**src/rtl/seg7_scan_driver_if.sv**
```systemverilog
// Display-side bundle for seg7_scan_driver: value/control inputs and scanned pin outputs.
interface seg7_scan_driver_if #(
  parameter int unsigned DIGITS = 4
);
  logic                  load;
  logic [4*DIGITS-1:0]   value;
  logic [DIGITS-1:0]     dp_in;
  logic                  hex_mode;
  logic                  blank_lz;
  logic [3:0]            brightness;
  logic [6:0]            segments;
  logic                  dp;
  logic [DIGITS-1:0]     digit_en;
  logic                  frame_start;

  modport master (
    output load, value, dp_in, hex_mode, blank_lz, brightness,
    input  segments, dp, digit_en, frame_start
  );

  modport slave (
    input  load, value, dp_in, hex_mode, blank_lz, brightness,
    output segments, dp, digit_en, frame_start
  );
endinterface

```
**src/rtl/seg7_scan_driver.sv**
```systemverilog
// Time-multiplexed 7-segment scan driver: double-buffered value, hex/decimal decode,
// leading-zero blanking and 16-step PWM dimming, all outputs registered.
module seg7_scan_driver #(
  parameter int unsigned DIGITS  = 4,
  parameter int unsigned SUB_DIV = 1000
) (
  input  logic              clk_i,
  input  logic              rst_i,
  seg7_scan_driver_if.slave disp_if
);
  localparam int unsigned STEP_W = (SUB_DIV > 1) ? $clog2(SUB_DIV) : 1;
  localparam int unsigned IDX_W  = (DIGITS > 1) ? $clog2(DIGITS) : 1;
  localparam int unsigned VAL_W  = 4 * DIGITS;
  localparam logic [STEP_W-1:0] STEP_LAST = STEP_W'(SUB_DIV - 1);
  localparam logic [IDX_W-1:0]  IDX_LAST  = IDX_W'(DIGITS - 1);

  logic [STEP_W-1:0] step_q, step_d;
  logic [3:0]        pwm_q, pwm_d;
  logic [IDX_W-1:0]  idx_q, idx_d;
  logic [VAL_W-1:0]  shadow_val_q, shadow_val_d;
  logic [DIGITS-1:0] shadow_dp_q, shadow_dp_d;
  logic [VAL_W-1:0]  active_val_q, active_val_d;
  logic [DIGITS-1:0] active_dp_q, active_dp_d;
  logic              pending_q, pending_d;
  logic [6:0]        segments_q, segments_d;
  logic              dp_q, dp_d;
  logic [DIGITS-1:0] digit_en_q, digit_en_d;
  logic              frame_start_q, frame_start_d;

  logic              step_wrap, slot_wrap, frame_wrap;
  logic [3:0]        cur_nib;
  logic              cur_dp, cur_blank, upper_zero, lit;
  logic [DIGITS-1:0] zero_from;

  function automatic logic [6:0] decode(input logic [3:0] nib, input logic hex);
    logic [6:0] seg;
    case (nib)
      4'h0:    seg = 7'b0111111;
      4'h1:    seg = 7'b0000110;
      4'h2:    seg = 7'b1011011;
      4'h3:    seg = 7'b1001111;
      4'h4:    seg = 7'b1100110;
      4'h5:    seg = 7'b1101101;
      4'h6:    seg = 7'b1111101;
      4'h7:    seg = 7'b0000111;
      4'h8:    seg = 7'b1111111;
      4'h9:    seg = 7'b1101111;
      4'hA:    seg = 7'b1110111;
      4'hB:    seg = 7'b1111100;
      4'hC:    seg = 7'b0111001;
      4'hD:    seg = 7'b1011110;
      4'hE:    seg = 7'b1111001;
      default: seg = 7'b1110001;
    endcase
    if (!hex && nib > 4'd9) seg = 7'b1000000;
    return seg;
  endfunction

  // Scan counters: step -> pwm step -> digit slot.
  always_comb begin
    step_wrap  = (step_q == STEP_LAST);
    slot_wrap  = step_wrap && (pwm_q == 4'hF);
    frame_wrap = slot_wrap && (idx_q == IDX_LAST);
    step_d     = step_wrap ? '0 : step_q + STEP_W'(1);
    pwm_d      = step_wrap ? pwm_q + 4'd1 : pwm_q;
    idx_d      = idx_q;
    if (slot_wrap) idx_d = (idx_q == IDX_LAST) ? '0 : idx_q + IDX_W'(1);
  end

  // Double buffer; a load coinciding with the frame wrap bypasses the shadow.
  always_comb begin
    shadow_val_d = shadow_val_q;
    shadow_dp_d  = shadow_dp_q;
    active_val_d = active_val_q;
    active_dp_d  = active_dp_q;
    pending_d    = pending_q;
    if (disp_if.load) begin
      shadow_val_d = disp_if.value;
      shadow_dp_d  = disp_if.dp_in;
      pending_d    = 1'b1;
    end
    if (frame_wrap) begin
      if (disp_if.load) begin
        active_val_d = disp_if.value;
        active_dp_d  = disp_if.dp_in;
        pending_d    = 1'b0;
      end else if (pending_q) begin
        active_val_d = shadow_val_q;
        active_dp_d  = shadow_dp_q;
        pending_d    = 1'b0;
      end
    end
  end

  // Digit selection, leading-zero run from the top, and PWM gating.
  always_comb begin
    cur_nib    = 4'h0;
    cur_dp     = 1'b0;
    cur_blank  = 1'b0;
    upper_zero = 1'b1;
    zero_from  = '0;
    for (int k = int'(DIGITS) - 1; k >= 0; k--) begin
      zero_from[k] = upper_zero && (active_val_q[4*k +: 4] == 4'h0);
      upper_zero   = zero_from[k];
    end
    for (int k = 0; k < int'(DIGITS); k++) begin
      if (idx_q == IDX_W'(k)) begin
        cur_nib   = active_val_q[4*k +: 4];
        cur_dp    = active_dp_q[k];
        cur_blank = (k != 0) && zero_from[k];
      end
    end
    lit = (pwm_q <= disp_if.brightness);
    digit_en_d = '0;
    for (int k = 0; k < int'(DIGITS); k++) begin
      digit_en_d[k] = lit && (idx_q == IDX_W'(k));
    end
    segments_d    = (lit && !(disp_if.blank_lz && cur_blank)) ?
                    decode(cur_nib, disp_if.hex_mode) : 7'b0000000;
    dp_d          = lit && cur_dp;
    frame_start_d = (idx_q == '0) && (pwm_q == 4'h0) && (step_q == '0);
  end

  always_ff @(posedge clk_i or posedge rst_i) begin
    if (rst_i) begin
      step_q        <= '0;
      pwm_q         <= '0;
      idx_q         <= '0;
      shadow_val_q  <= '0;
      shadow_dp_q   <= '0;
      active_val_q  <= '0;
      active_dp_q   <= '0;
      pending_q     <= 1'b0;
      segments_q    <= '0;
      dp_q          <= 1'b0;
      digit_en_q    <= '0;
      frame_start_q <= 1'b0;
    end else begin
      step_q        <= step_d;
      pwm_q         <= pwm_d;
      idx_q         <= idx_d;
      shadow_val_q  <= shadow_val_d;
      shadow_dp_q   <= shadow_dp_d;
      active_val_q  <= active_val_d;
      active_dp_q   <= active_dp_d;
      pending_q     <= pending_d;
      segments_q    <= segments_d;
      dp_q          <= dp_d;
      digit_en_q    <= digit_en_d;
      frame_start_q <= frame_start_d;
    end
  end

  assign disp_if.segments    = segments_q;
  assign disp_if.dp          = dp_q;
  assign disp_if.digit_en    = digit_en_q;
  assign disp_if.frame_start = frame_start_q;
endmodule

```
**src/flat_wrapper.sv**
```systemverilog
// flat-port wrapper written by rule: the top's interface ports become plain ports
module seg7_scan_driver_flat 
#(
  parameter int unsigned DIGITS  = 4,
  parameter int unsigned SUB_DIV = 1000
)
  (clk_i, rst_i, disp_if_load, disp_if_value, disp_if_dp_in, disp_if_hex_mode, disp_if_blank_lz, disp_if_brightness, disp_if_segments, disp_if_dp, disp_if_digit_en, disp_if_frame_start);
  seg7_scan_driver_if #(.DIGITS(DIGITS)) disp_if_i ();
  input  logic clk_i;
  input  logic rst_i;
  input wire logic [$bits(disp_if_i.load)-1:0] disp_if_load;
  input wire logic [$bits(disp_if_i.value)-1:0] disp_if_value;
  input wire logic [$bits(disp_if_i.dp_in)-1:0] disp_if_dp_in;
  input wire logic [$bits(disp_if_i.hex_mode)-1:0] disp_if_hex_mode;
  input wire logic [$bits(disp_if_i.blank_lz)-1:0] disp_if_blank_lz;
  input wire logic [$bits(disp_if_i.brightness)-1:0] disp_if_brightness;
  output wire logic [$bits(disp_if_i.segments)-1:0] disp_if_segments;
  output wire logic [$bits(disp_if_i.dp)-1:0] disp_if_dp;
  output wire logic [$bits(disp_if_i.digit_en)-1:0] disp_if_digit_en;
  output wire logic [$bits(disp_if_i.frame_start)-1:0] disp_if_frame_start;
  assign disp_if_i.load = disp_if_load;
  assign disp_if_i.value = disp_if_value;
  assign disp_if_i.dp_in = disp_if_dp_in;
  assign disp_if_i.hex_mode = disp_if_hex_mode;
  assign disp_if_i.blank_lz = disp_if_blank_lz;
  assign disp_if_i.brightness = disp_if_brightness;
  assign disp_if_segments = disp_if_i.segments;
  assign disp_if_dp = disp_if_i.dp;
  assign disp_if_digit_en = disp_if_i.digit_en;
  assign disp_if_frame_start = disp_if_i.frame_start;
  seg7_scan_driver #(.DIGITS(DIGITS), .SUB_DIV(SUB_DIV)) u_core (.clk_i(clk_i), .rst_i(rst_i), .disp_if(disp_if_i));
endmodule
```
**config.mk**
```make
export PLATFORM = sky130hd
export DESIGN_NAME = seg7_scan_driver_flat
export DESIGN_NICKNAME = d
export VERILOG_FILES = /design/src/rtl/seg7_scan_driver_if.sv /design/src/rtl/seg7_scan_driver.sv /design/src/flat_wrapper.sv
export SDC_FILE = /design/constraint.sdc
export NUM_CORES = 1
export LEC_CHECK = 0
export ABC_CLOCK_PERIOD_IN_PS = 4700
export BUFFER_PORTS_ARGS = -buffer_cell sky130_fd_sc_hd__buf_2
export CORE_AREA = 2 2 109 111
export DETAILED_ROUTE_END_ITERATION = 10
export DIE_AREA = 0 0 111 113
export PLACE_DENSITY = 0.49
export SYNTH_ARGS = -nofsm -noshare
export SYNTH_HDL_FRONTEND = slang
export SYNTH_SLANG_ARGS = --single-unit
```
**constraint.sdc**
```tcl
create_clock -name clk_i -period 4.7 [get_ports clk_i]
set_input_delay 0.47 -clock clk_i [delete_from_list [all_inputs] [get_ports clk_i]]
set_output_delay 0.47 -clock clk_i [all_outputs]
set_load 0.1 [all_outputs]
```
==> After elaboration in Yosys (flattened, before gate mapping) <==
Memory sizes are Yosys's and may differ from the RTL's.
Index checks and enable logic that the tools add are counted.
{ "classes": {"addsub": 3, "n_mul": 0, "div": 0, "order_cmp": 2, "n_eq_ne": 5, "shifts": 0, "n_mux": 23, "bitwise": 0, "reduce_logical": 24} }
{ "ops": {"columns": ["cell", "n"], "rows": [
  ["16-bit two-way mux", 2],
  ["4-bit two-way mux", 6],
  ["4-bit zero test", 4],
  ["1-bit logical AND", 14],
  ["7-bit two-way mux", 2],
  ["1-bit two-way mux", 11],
  ["10-bit by 1-bit adder with 10-bit output (second input constant)", 1],
  ["10-bit == test (second input constant)", 1],
  ["10-bit zero test", 1],
  ["10-bit two-way mux", 1],
  ["4-bit by 1-bit adder with 4-bit output (second input constant)", 1],
  ["2-bit == test (second input constant)", 2],
  ["4-bit == test (second input constant)", 1],
  ["4-bit greater-than comparator (second input constant)", 1],
  ["4-bit less-or-equal comparator", 1],
  ["2-bit by 1-bit adder with 2-bit output (second input constant)", 1],
  ["2-bit by 1-bit == test with 1-bit output (second input constant)", 1],
  ["1-bit zero test", 2],
  ["2-bit zero test", 1],
  ["2-bit two-way mux", 1],
  ["2-bit AND reduction", 1],
  ["2-bit nonzero test", 1]
]} }
{ "totals": {"ff_bits": 70, "latch_bits": 0, "ramBits": 0, "romBits": 112, "inputBits": 29, "out_inout_bits": 13, "word_cells": 70, "memories": 1} }
{ "memory_table": {"columns": ["name", "depth", "width", "rd", "rd_clocked_by_memory_dff", "wr", "line_no", "source"], "rows": [
  ["(name not given)", 16, 7, 1, 0, 0, "seg7_scan_driver.sv:37", "case (nib)"]
]} }

==> Longest topological paths before layout <==
{ "depth": {"depth_word": 10, "depth_mapped": 12, "mapped_depth_nobuf": 11} }

==> Least setup slack after synthesis <==
OpenSTA, ideal clock, no wires.
{ "synth_timing": {"path_kind": "register to register", "start": "register u_core.idx_q[0]", "end": "register u_core.segments_q[1] (netlist: u_core.disp_if.segments[1])", "setup_ns": 0.099, "arrival_ns": 2.245, "required_ns": 4.601, "slack_ns": 2.356, "path_stages_with_launch": 12, "n_path_buf": 0, "period_less_slack_ns": 2.344, "cell_sequence": "dfrtp_1 -> inv_1 -> ha_1 -> nor2b_1 -> a221oi_1 -> o31ai_2 -> inv_1 -> ha_1 -> nor2_1 -> o211ai_1 -> o211ai_2 -> a311oi_1"} }
{ "synth_between": {"elab_chain_cells": 9, "elab_cells_between_ends": 19, "cone_classes": "1 x order compare; 3 x eq/ne; 9 x mux; 5 x reduce/logical; 1 x memory"} }
{ "synth_rtl": {"columns": ["item", "line_no", "source"], "rows": [
  ["from (decl)", "seg7_scan_driver.sv:19", "logic [IDX_W-1:0] idx_q, idx_d;"],
  ["from (signal assigned)", "seg7_scan_driver.sv:141", "idx_q <= idx_d;"],
  ["2-bit zero test", "seg7_scan_driver.sv:107", "if (idx_q == IDX_W'(k)) begin"],
  ["4-bit two-way mux (4 in series)", "seg7_scan_driver.sv:107", null],
  ["4-bit greater-than comparator", "seg7_scan_driver.sv:55", "if (!hex && nib > 4'd9) seg = 7'b1000000;"],
  ["1-bit logical AND", "seg7_scan_driver.sv:55", null],
  ["7-bit two-way mux", "seg7_scan_driver.sv:55", null],
  ["7-bit two-way mux (*)", "seg7_scan_driver.sv:118", "segments_d = (lit && !(disp_if.blank_lz && cur_blank)) ?"],
  ["via u_core.segments_d[1]", "seg7_scan_driver.sv:25", "logic [6:0] segments_q, segments_d;"],
  ["to (signal assigned)", "seg7_scan_driver.sv:147", "segments_q <= segments_d;"],
  ["to (decl)", "seg7_scan_driver.sv:25", null]
]} }
The timed path passes the listed nets; every way through them passes the cells marked *.
A chain may end at the register's enable or synchronous reset.

==> Worst setup path after layout <==
{ "layout_timing": {"start": "register u_core.step_q[0]", "end": "register u_core.active_dp_q[1]"} }
{ "layout_between": {"elab_chain_cells": 4} }
{ "layout_rtl": {"columns": ["item", "line_no", "source"], "rows": [
  ["from (decl)", "seg7_scan_driver.sv:17", "logic [STEP_W-1:0] step_q, step_d;"],
  ["from (signal assigned)", "seg7_scan_driver.sv:139", "step_q <= step_d;"],
  ["10-bit == test", "seg7_scan_driver.sv:61", "step_wrap = (step_q == STEP_LAST);"],
  ["1-bit logical AND", "seg7_scan_driver.sv:62", "slot_wrap = step_wrap && (pwm_q == 4'hF);"],
  ["1-bit logical AND", "seg7_scan_driver.sv:63", "frame_wrap = slot_wrap && (idx_q == IDX_LAST);"],
  ["2-bit AND reduction (no source line)", null, null],
  ["to (signal assigned)", "seg7_scan_driver.sv:145", "active_dp_q <= active_dp_d;"],
  ["to (decl)", "seg7_scan_driver.sv:23", "logic [DIGITS-1:0] active_dp_q, active_dp_d;"]
]} }
Every way passes these cells.

==> impl_results.md <==
* DRC violations left at 0
* Async SR Flop Fraction at 100%
* Final Slew Violations at 0
* Max VDD drop at 127 µV
* Buffers added on ports at 41
* Layout cells sized above 1 at 33.5%
* Final min period at approximately 3 ns
* Syn Nets at 324
* Final setup fails at 0
* Number of synthesized flops with an enable pin at 0
* CTS tree: built
* GP Congestion at approximately 0.81
* FP Rows at 39
* Crit Path Category: register to register
* Largest net degree at the start of global routing at 48
* Area occupied by multi-input gates at 1490 µm²
* Top post-synthesis cells by area: dfrtp_1 52%, mux2_2 14%, ha_1 6.7%
* IO Pins at 42
* Status: finished clean
* Setup ws final at 1.70 ns
* Max clock buf depth at 2
* RR Startpoint: u_core.step_q[0]
* Fin crit share at between 60% and 70%
* Num CTS Buffers at 9
* Die area at about 13,000 µm²
* ANT cells at 0
* Die Width at approximately 110 µm
* Final worst clock skew at 0.00602 ns
* Mapped Area at approximately 3400 µm²
* R2r setup slk at between 1.5 and 2 ns
* Via/cell ratio at ~4.7
* Dominant synthesized flop cell: dfrtp_1
* Die Y at between 100 and 150 µm
* Most common library cells after synthesis: 70 x dfrtp_1, 41 x mux2_2, 19 x nor2_1, 18 x ha_1, 16 x nand2_1
* Reg-to-Reg End: u_core.active_dp_q[1]
* Core box area at between 10,000 and 15,000 µm²
* Mapped Cells at about 280
* CTS Root Cell: clkbuf_16
* Setup crit start kind: register
* Hold Slack at between 0.3 and 0.4 ns
* Worst hold path class: input port to async pin
* Dpl cell area at ~3700 µm²
* Setup TNS at 0 ns
* F_max at approximately 330 MHz
* Synth cell types at 49
* Setup bufs post-CTS at 0
* Routed Wire Length at roughly 6.6 mm
* PD cells at 339 nW/µm²
* Reg area at about 1800 µm²
* Vias at roughly 2.2k
* Max Cap Violations at 0
* Kind of end point of the critical path: register
* DP Wirelength at between 4 and 5 mm
* Post-route design area at 3990 µm²
* Post-CTS resize count at 0
* Most frequent cell after synthesis: dfrtp_1
* Sequential area share after synthesis at approximately 52%
* ANT nets after route at 0
* Reg2Reg Depth at 5
* Relative slew slack at between 20 and 30%
* Via count of the first global-routing pass at about 2.3k
* Area grow syn2layout at 19.0%
* Total GRT Usage at 11.4%
* Req. time, crit path at a little under 5 ns
* Synth warn at 0
* Initial core utilization at 29.7%
* First-pass GRT wire length at approximately 11 mm
* Clk sinks at 70
* Fillers at 1,124
* Initial antenna violation count at 0
* FF+latch count, synth at 70
* Post-synth top area share at a little over half
* Post-synth top area cell: dfrtp_1
* Grt total ovfl at 0
* NumNets Final at roughly 370
* CTS H-tree depth at 3
* Post-Syn Area per Cell at between 10 and 15 µm²
* Clock Latency Late Sink at around 0.33 ns
* DP Worst Slack at 1.64 ns
* Drt pass-1 iters at 4
* LEAKAGE at ~0.0018 µW
* WP data arrival at roughly 3.2 ns
* CTS Hold Buffers Added at 0
* Hold Fails Final Rpt at 0
* Worst-margin pin slew at 1.07 ns
* Initial DRC Count at 76
* CP Max Fanout at 20
* Worst-path clk slew at 0.06 ns
* Per-cell routed wire length at 14.1 µm
* RSZ-0062 raised after global routing: no
[critical path, stage by stage (launching register included)]
cell	delay, ns
dfrtp_1	0.39
ha_1	0.24
and4_1	0.24
and2b_1	0.43
nand4b_1	0.92
mux2_1	0.65
[cells by family after synthesis]
family / synth area share, %
AO/OA/AOI/OAI: 9.52
XOR/XNOR: 2.35
adder cells (fa/ha/maj): 6.72
buffers and inverters: 3.14
flip-flops: 52.3
multiplexers: 14.1
AND/OR/NAND/NOR: 11.9
[registers in the layout, summed over array words and instances (netlist names)]
| name | flops |
|---|---|
| u_core.disp_if.segments | 7 |
| u_core.disp_if.frame_start | 1 |
| u_core.pending_q | 1 |
| u_core.active_dp_q | 4 |
| u_core.active_val_q | 16 |
| u_core.step_q | 10 |
| u_core.shadow_val_q | 16 |
| u_core.disp_if.digit_en | 4 |
| u_core.shadow_dp_q | 4 |
| u_core.disp_if.dp | 1 |
| u_core.idx_q | 2 |
| u_core.pwm_q | 4 |
[layer usage]
layer	track usage, %	routed length, µm	vias to the layer above
met3	3.32	265	7
li1	-	-	1067
met1	13.9	2970	1073
met2	18.9	3280	39
met5	0	0	-
met4	5.00	80	0
[cells in the final DEF (no fill, tap or decap), types with 2 or more instances in the layout]
cell type	count
nand2_1	16
nor4_1	3
a31oi_1	2
clkbuf_16	9
xnor2_1	5
nand3_1	6
ha_1	18
a21oi_1	4
a211oi_1	2
o21ai_0	8
a221oi_1	2
a211o_1	2
o41ai_1	2
inv_1	14
o21bai_1	2
mux2_2	41
inv_2	2
or3_1	2
nor2_1	19
clkinv_2	4
and2_1	5
dfrtp_1	70
buf_2	41
nor2b_1	8
xor2_1	4
a311oi_1	2
nor3b_2	2
nand4_1	4
a211oi_2	3
[worst max path at each step]
stage,start,to,slack [ns]
after detailed placement,u_core.step_q[0],u_core.active_dp_q[1],1.64
final,u_core.step_q[0],u_core.active_dp_q[1],1.70
after global routing,u_core.step_q[0],u_core.active_dp_q[1],1.40
after CTS,u_core.step_q[0],u_core.active_dp_q[1],1.61
after floorplan,u_core.idx_q[0],u_core.disp_if.segments[1],2.36
after global placement,u_core.step_q[0],u_core.active_dp_q[1],1.71
[stage by stage]
stage / total power [µW] / instances / utilization, %
2_1_floorplan: 684 / 277 / -
3_3_place_gp: 710 / 453 / 32.8
3_5_place_dp: 712 / 453 / 32.8
4_1_cts: 1380 / 468 / 35.4
5_1_grt: 1420 / 468 / 35.4
6_report: 1350 / 468 / 35.4
[report_power, final]
part           switching (µW)  total (µW)  internal [µW]  leakage [µW]
Combinational            43.8        72.0           28.1      0.000805
Sequential               3.92         625            622      0.000879
Clock                     238         655            418      0.000148
[final cells by class]
class,instances,area share (%)
clock inverter,5,1.26
inverter,16,1.51
sequential,70,43.9
clock buffer,10,5.99
multi-input combinational,182,37.5
timing repair buffer,42,5.34
tap,143,4.49
(Power assumes the default switching activity.)
